==> config.mk <==
export PLATFORM = sky130hd
export DESIGN_NAME = input_sram_arbiter
export DESIGN_NICKNAME = d
export VERILOG_FILES = /design/src/rtl/input_sram_arbiter.sv
export SDC_FILE = /design/constraint.sdc
export NUM_CORES = 1
export LEC_CHECK = 0
export ABC_AREA = 1
export BUFFER_PORTS_ARGS = -buffer_cell sky130_fd_sc_hd__buf_2
export CORE_AREA = 2 2 197 199
export DETAILED_ROUTE_END_ITERATION = 7
export DIE_AREA = 0 0 199 201
export GPL_TIMING_DRIVEN = 0
export RECOVER_POWER = 50
export SLEW_MARGIN = 10
export SYNTH_ARGS = -nofsm -noshare
export SYNTH_HDL_FRONTEND = slang
export SYNTH_SLANG_ARGS = --single-unit
==> constraint.sdc <==
create_clock -name clock -period 5.5 [get_ports clock]
set_input_delay 0.275 -clock clock [delete_from_list [all_inputs] [get_ports clock]]
set_output_delay 0.275 -clock clock [all_outputs]
set_load 0.03 [all_outputs]
==> src/rtl/input_sram_arbiter.sv <==
// Arbitrates one DMA write requester and NUM_RD PE read requesters onto a single Input SRAM controller.
// Optional INPUT_ARB_ADDR_CHECK_EN rejects winners addressing a nonexistent bank or out-of-range word.
module input_sram_arbiter #(
  parameter int NUM_RD     = 4,
  parameter int MAX_WR_RUN = 4,
  parameter int TIMEOUT    = 15
) (
  input  logic                clock,
  input  logic                reset,
  input  logic                wr_req,
  input  logic [31:0]         wr_addr,
  input  logic [63:0]         wr_data,
  output logic                wr_grant,
  output logic                wr_done,
  input  logic [NUM_RD-1:0]   rd_req,
  input  logic [NUM_RD*32-1:0] rd_addr,
  output logic [NUM_RD-1:0]   rd_grant,
  output logic [NUM_RD-1:0]   rd_valid,
  output logic [63:0]         rd_data,
  output logic                err,
  output logic                sram_w_en,
  output logic                sram_r_en,
  output logic [31:0]         sram_w_addr,
  output logic [63:0]         sram_w_d,
  output logic [31:0]         sram_r_addr,
  input  logic [63:0]         sram_r_d,
  input  logic                sram_d_ready,
  input  logic                sram_w_done,
  output logic [1:0]          fsm_state
);

  localparam int IW  = $clog2(NUM_RD);
  localparam int WRW = $clog2(MAX_WR_RUN + 1);

  typedef enum logic [1:0] {IDLE = 2'd0, ISSUE = 2'd1, WAIT = 2'd2} state_t;

  state_t          state;
  logic            op_rd;
  logic [IW-1:0]   owner;
  logic [IW-1:0]   rd_ptr;
  logic [WRW-1:0]  wr_run;
  logic [3:0]      wdog;

  logic            found;
  logic [IW:0]     sum;
  logic [IW-1:0]   rd_win;
  logic [31:0]     addr_arr [NUM_RD];
  logic [31:0]     win_rd_addr;
  logic            pick_wr;
  logic            pick_rd;
  logic            reject;

  always_comb begin
    for (int i = 0; i < NUM_RD; i++) addr_arr[i] = rd_addr[32*i +: 32];
  end

  // Round-robin search starting at rd_ptr, wrapping modulo NUM_RD.
  always_comb begin
    found  = 1'b0;
    rd_win = '0;
    sum    = '0;
    for (int k = 0; k < NUM_RD; k++) begin
      sum = {1'b0, rd_ptr} + (IW+1)'(k);
      if (sum >= (IW+1)'(NUM_RD)) sum = sum - (IW+1)'(NUM_RD);
      if (!found && rd_req[sum[IW-1:0]]) begin
        found  = 1'b1;
        rd_win = sum[IW-1:0];
      end
    end
  end

  assign win_rd_addr = addr_arr[rd_win];
  assign pick_wr     = wr_req && !((wr_run == WRW'(MAX_WR_RUN)) && (|rd_req));
  assign pick_rd     = !pick_wr && (|rd_req);

`ifdef INPUT_ARB_ADDR_CHECK_EN
  logic [31:0] win_addr;
  assign win_addr = pick_wr ? wr_addr : win_rd_addr;
  assign reject   = (win_addr[13:11] > 3'd5) || (win_addr[31:14] != 18'd0);
`else
  assign reject = 1'b0;
`endif

  always_ff @(posedge clock) begin
    if (reset) begin
      state       <= IDLE;
      op_rd       <= 1'b0;
      owner       <= '0;
      rd_ptr      <= '0;
      wr_run      <= '0;
      wdog        <= '0;
      wr_grant    <= 1'b0;
      rd_grant    <= '0;
      err         <= 1'b0;
      sram_w_en   <= 1'b0;
      sram_r_en   <= 1'b0;
      sram_w_addr <= '0;
      sram_w_d    <= '0;
      sram_r_addr <= '0;
    end else begin
      wr_grant  <= 1'b0;
      rd_grant  <= '0;
      err       <= 1'b0;
      sram_w_en <= 1'b0;
      sram_r_en <= 1'b0;
      case (state)
        IDLE: begin
          if (pick_wr || pick_rd) begin
            if (pick_wr) begin
              wr_grant <= 1'b1;
              if (wr_run != WRW'(MAX_WR_RUN)) wr_run <= wr_run + 1'b1;
            end else begin
              rd_grant <= NUM_RD'(1) << rd_win;
              rd_ptr   <= (rd_win == IW'(NUM_RD - 1)) ? '0 : rd_win + 1'b1;
              wr_run   <= '0;
            end
            op_rd <= pick_rd;
            owner <= rd_win;
            // A rejected winner is acknowledged but never reaches the SRAM.
            if (reject) begin
              err <= 1'b1;
            end else begin
              state <= ISSUE;
              if (pick_wr) begin
                sram_w_en   <= 1'b1;
                sram_w_addr <= wr_addr;
                sram_w_d    <= wr_data;
              end else begin
                sram_r_en   <= 1'b1;
                sram_r_addr <= win_rd_addr;
              end
            end
          end
        end
        ISSUE: begin
          state <= WAIT;
          wdog  <= '0;
        end
        WAIT: begin
          if (op_rd ? sram_d_ready : sram_w_done) begin
            state <= IDLE;
          end else if (wdog == 4'(TIMEOUT - 1)) begin
            err   <= 1'b1;
            state <= IDLE;
          end else begin
            wdog <= wdog + 1'b1;
          end
        end
        default: state <= IDLE;
      endcase
    end
  end

  assign wr_done   = sram_w_done && (state == WAIT) && !op_rd;
  assign rd_data   = sram_r_d;
  assign fsm_state = state;

  always_comb begin
    rd_valid = '0;
    if (sram_d_ready && (state == WAIT) && op_rd) rd_valid[owner] = 1'b1;
  end

endmodule

==> impl_metrics.toml <==
[status]
outcome = "completed"

[clocking]
cts_tree = "yes"
ctsResizeCount = 0
cts-buffers-inserted = 17
postCtsSetupRepairBufs = 0
path_clk_slew_ps = 60
htreeDepth = 4
cts.sinks = 149
holdBufCountCts = 0
root_buffer = "clkbuf_16"
insertion_delay_ps = 440
ctsLongestPathBuffers = 2

[placed_design]
port_buffers = 438
dp_hpwl_mm = 24.8
routabilityCongestion = 0.934

[synthesis]
synth-edff-count = 0
yosys_warnings = 0
postSynthCellCount = 1204
syn_avg_cell_area_sq_um = 6.52
synth_most_common_cell = "nor2_1"
ys_types = 28
synth.ff_latch_count = 149
syn_nets = 1506
synth_area_sq_um = 7850
ys_async_sr_fraction = 0
synth_top_flop_cell = "dfxtp_1"
yosys.area.top_type_share = 0.380
synth.area.top_cells = "dfxtp_1 38%, nor2_1 13%, nand3_1 13%, inv_1 8.8%, buf_4 7.3%"
synth-seq-area-share = 0.380
yosysTopAreaCell = "dfxtp_1"
synth_common_cells = "275 x nor2_1, 201 x nand3_1, 183 x inv_1"

[cells_and_area]
drive_gt1_frac = 0.247
area_growth_pct = 41.3
final_core_util = 0.291
fin_nets = 1963
n_antenna_cell = 0

[setup_path]
worstPathRequired_ps = 5840
path_cells = "inv_1 -> ha_1 -> nand2_1 -> inv_1 -> nand2_1 -> nand2_1 -> inv_1 -> nor2_1 -> clkbuf_1 -> buf_2 -> nand3_1 -> nand2_1 -> inv_1"
path_buf_inv = 6
crit_family = "buffers and inverters"
cp.arrival_ps = 2840
slowest_delay_ps = 520
startpoint_type = "flop"
end_kind = "flop"
crit_fanout = 10
path_class = "flop to flop"
cpMaxStageDelayCell = "clkbuf_1"

[sta]
slew_violations = 0
rsz0062_at_grt = "false"
fin_skew_ps = 7.23
fin_crit_ps = 2500
max_clock_freq_ghz = 0.400
period_share = 0.454
hold_viol_final = 0
tightest_slew_ps = 702
hold_ws_ps = 75.4
setup_viol = 0
maxSlewHeadroom = 0.532
setup_tns_ps = 0

[pwr]
totalPowerFinal_w = 0.00444
peakVddDrop_uv = 208
p_leak_nw = 5.76
cellPowerDensity_nw_per_um2 = 400

[floorplan]
fp.dieW_um = 199
core_sq_um = 38100
rows = 72
dieArea_sq_um = 40000
top_level_ports = 504
die_h_um = 201
initial_core_util = 0.206

[global_routing]
grt_overflow = 0
grt_max_degree = 17
grt_use_total = 0.152
antenna_found_initial = 2
grt_pass1_wl_mm = 46.3
grt_pass1_vias = 8491

[hold_path]
min_path_type = "primary input to flop"

[routing]
viasPerCell = 4.16
drtIter0Drc = 581
wl_per_cell_um = 14.0
dr_total_vias = 9102
first_pass_iters = 5
ant_nets = 0
drc_errors = 0
finalWirelength_mm = 30.7

[flow_run]
max_cap_viol_count = 0
==> cells by family after synthesis <==
family          count (synthesis)  share of synthesized area
xor+xnor                        1                    0.00112
buf+inv                       325                      0.202
fa+ha+maj                       5                    0.00797
compound gates                115                     0.0743
flops                         149                      0.380
simple gates                  609                      0.334
==> area by class of cell <==
cell class	count	area (sq um)
buffer	137	877
clock buffer	18	439
clock inverter	12	179
fill	4333	27000
inverter	188	711
multi-input combinational	730	3280
sequential	149	2980
tap	518	648
timing repair buffer	438	1970
==> registers in the layout, indices dropped and copies added (netlist names) <==
register,flops
err,1
fsm_state,2
op_rd,1
owner,2
rd_grant,4
rd_ptr,2
sram_r_addr,32
sram_r_en,1
sram_w_addr,32
sram_w_d,64
sram_w_en,1
wdog,4
wr_run,3
==> worst paths after layout <==
check                                             startpoint                      endpoint  slack (ps)  cells after the start
worst max-delay path                  wr_run[0]$_SDFFE_PP0P_   sram_r_addr[8]$_SDFFE_PP0P_        3000                     13
worst min-delay path                             wr_addr[22]  sram_w_addr[22]$_SDFFE_PP0P_          80                      3
worst max register to register        wr_run[0]$_SDFFE_PP0P_   sram_r_addr[8]$_SDFFE_PP0P_        3000                     13
worst min register to register  sram_w_addr[18]$_SDFFE_PP0P_  sram_w_addr[18]$_SDFFE_PP0P_         480                      2
==> worst min-delay path, cell delays in order <==
cell and delay (ps):
buf_2 70, o21ai_0 70, nor2_1 70
==> layer usage <==
metal | vias to the layer above | track usage | wire, um
met4 | 0 | 0.0472 | 646
met5 | - | 0 | 0
met3 | 44 | 0.0355 | 1710
li1 | 4563 | - | -
met1 | 4161 | 0.191 | 13500
met2 | 334 | 0.254 | 14900
==> cells in the final DEF, fill, tap and decap left out, types with 2 or more instances in the layout <==
master	Yosys	routed
clkinvlp_4	0	3
clkinv_4	0	2
clkbuf_1	34	209
nand3_2	2	2
dfxtp_1	149	149
inv_6	1	2
clkinv_2	0	2
nand2_2	6	6
a211oi_1	2	2
buf_2	20	283
inv_2	3	3
buf_6	7	7
bufinv_16	0	4
nand2_1	109	109
nand3_1	201	201
inv_1	183	183
clkbuf_16	0	17
a21oi_1	9	9
ha_1	5	5
o21ai_1	3	3
nor2_1	275	275
nor3_1	9	9
nor2_4	2	2
buf_4	76	76
o21ai_0	100	100
==> through the flow <==
stage          instance area, sq um  std cells  worst slack (ps)
2_1_floorplan                  7850       1204              3580
3_3_place_gp                  10700       2160              2950
3_5_place_dp                  10700       2160              2900
4_1_cts                       11300       2190              2900
5_1_grt                       11100       2190              2730
6_report                      11100       2190              3000
==> power breakdown <==
group | total, W | leakage (nW) | internal, W | switching (W)
Combinational | 0.00189 | 4.23 | 0.000603 | 0.00129
Sequential | 0.00129 | 1.23 | 0.00121 | 0.0000706
Clock | 0.00126 | 0.294 | 0.000766 | 0.000493
Total | 0.00444 | 5.76 | 0.00258 | 0.00185
(Power assumes the default switching activity.)
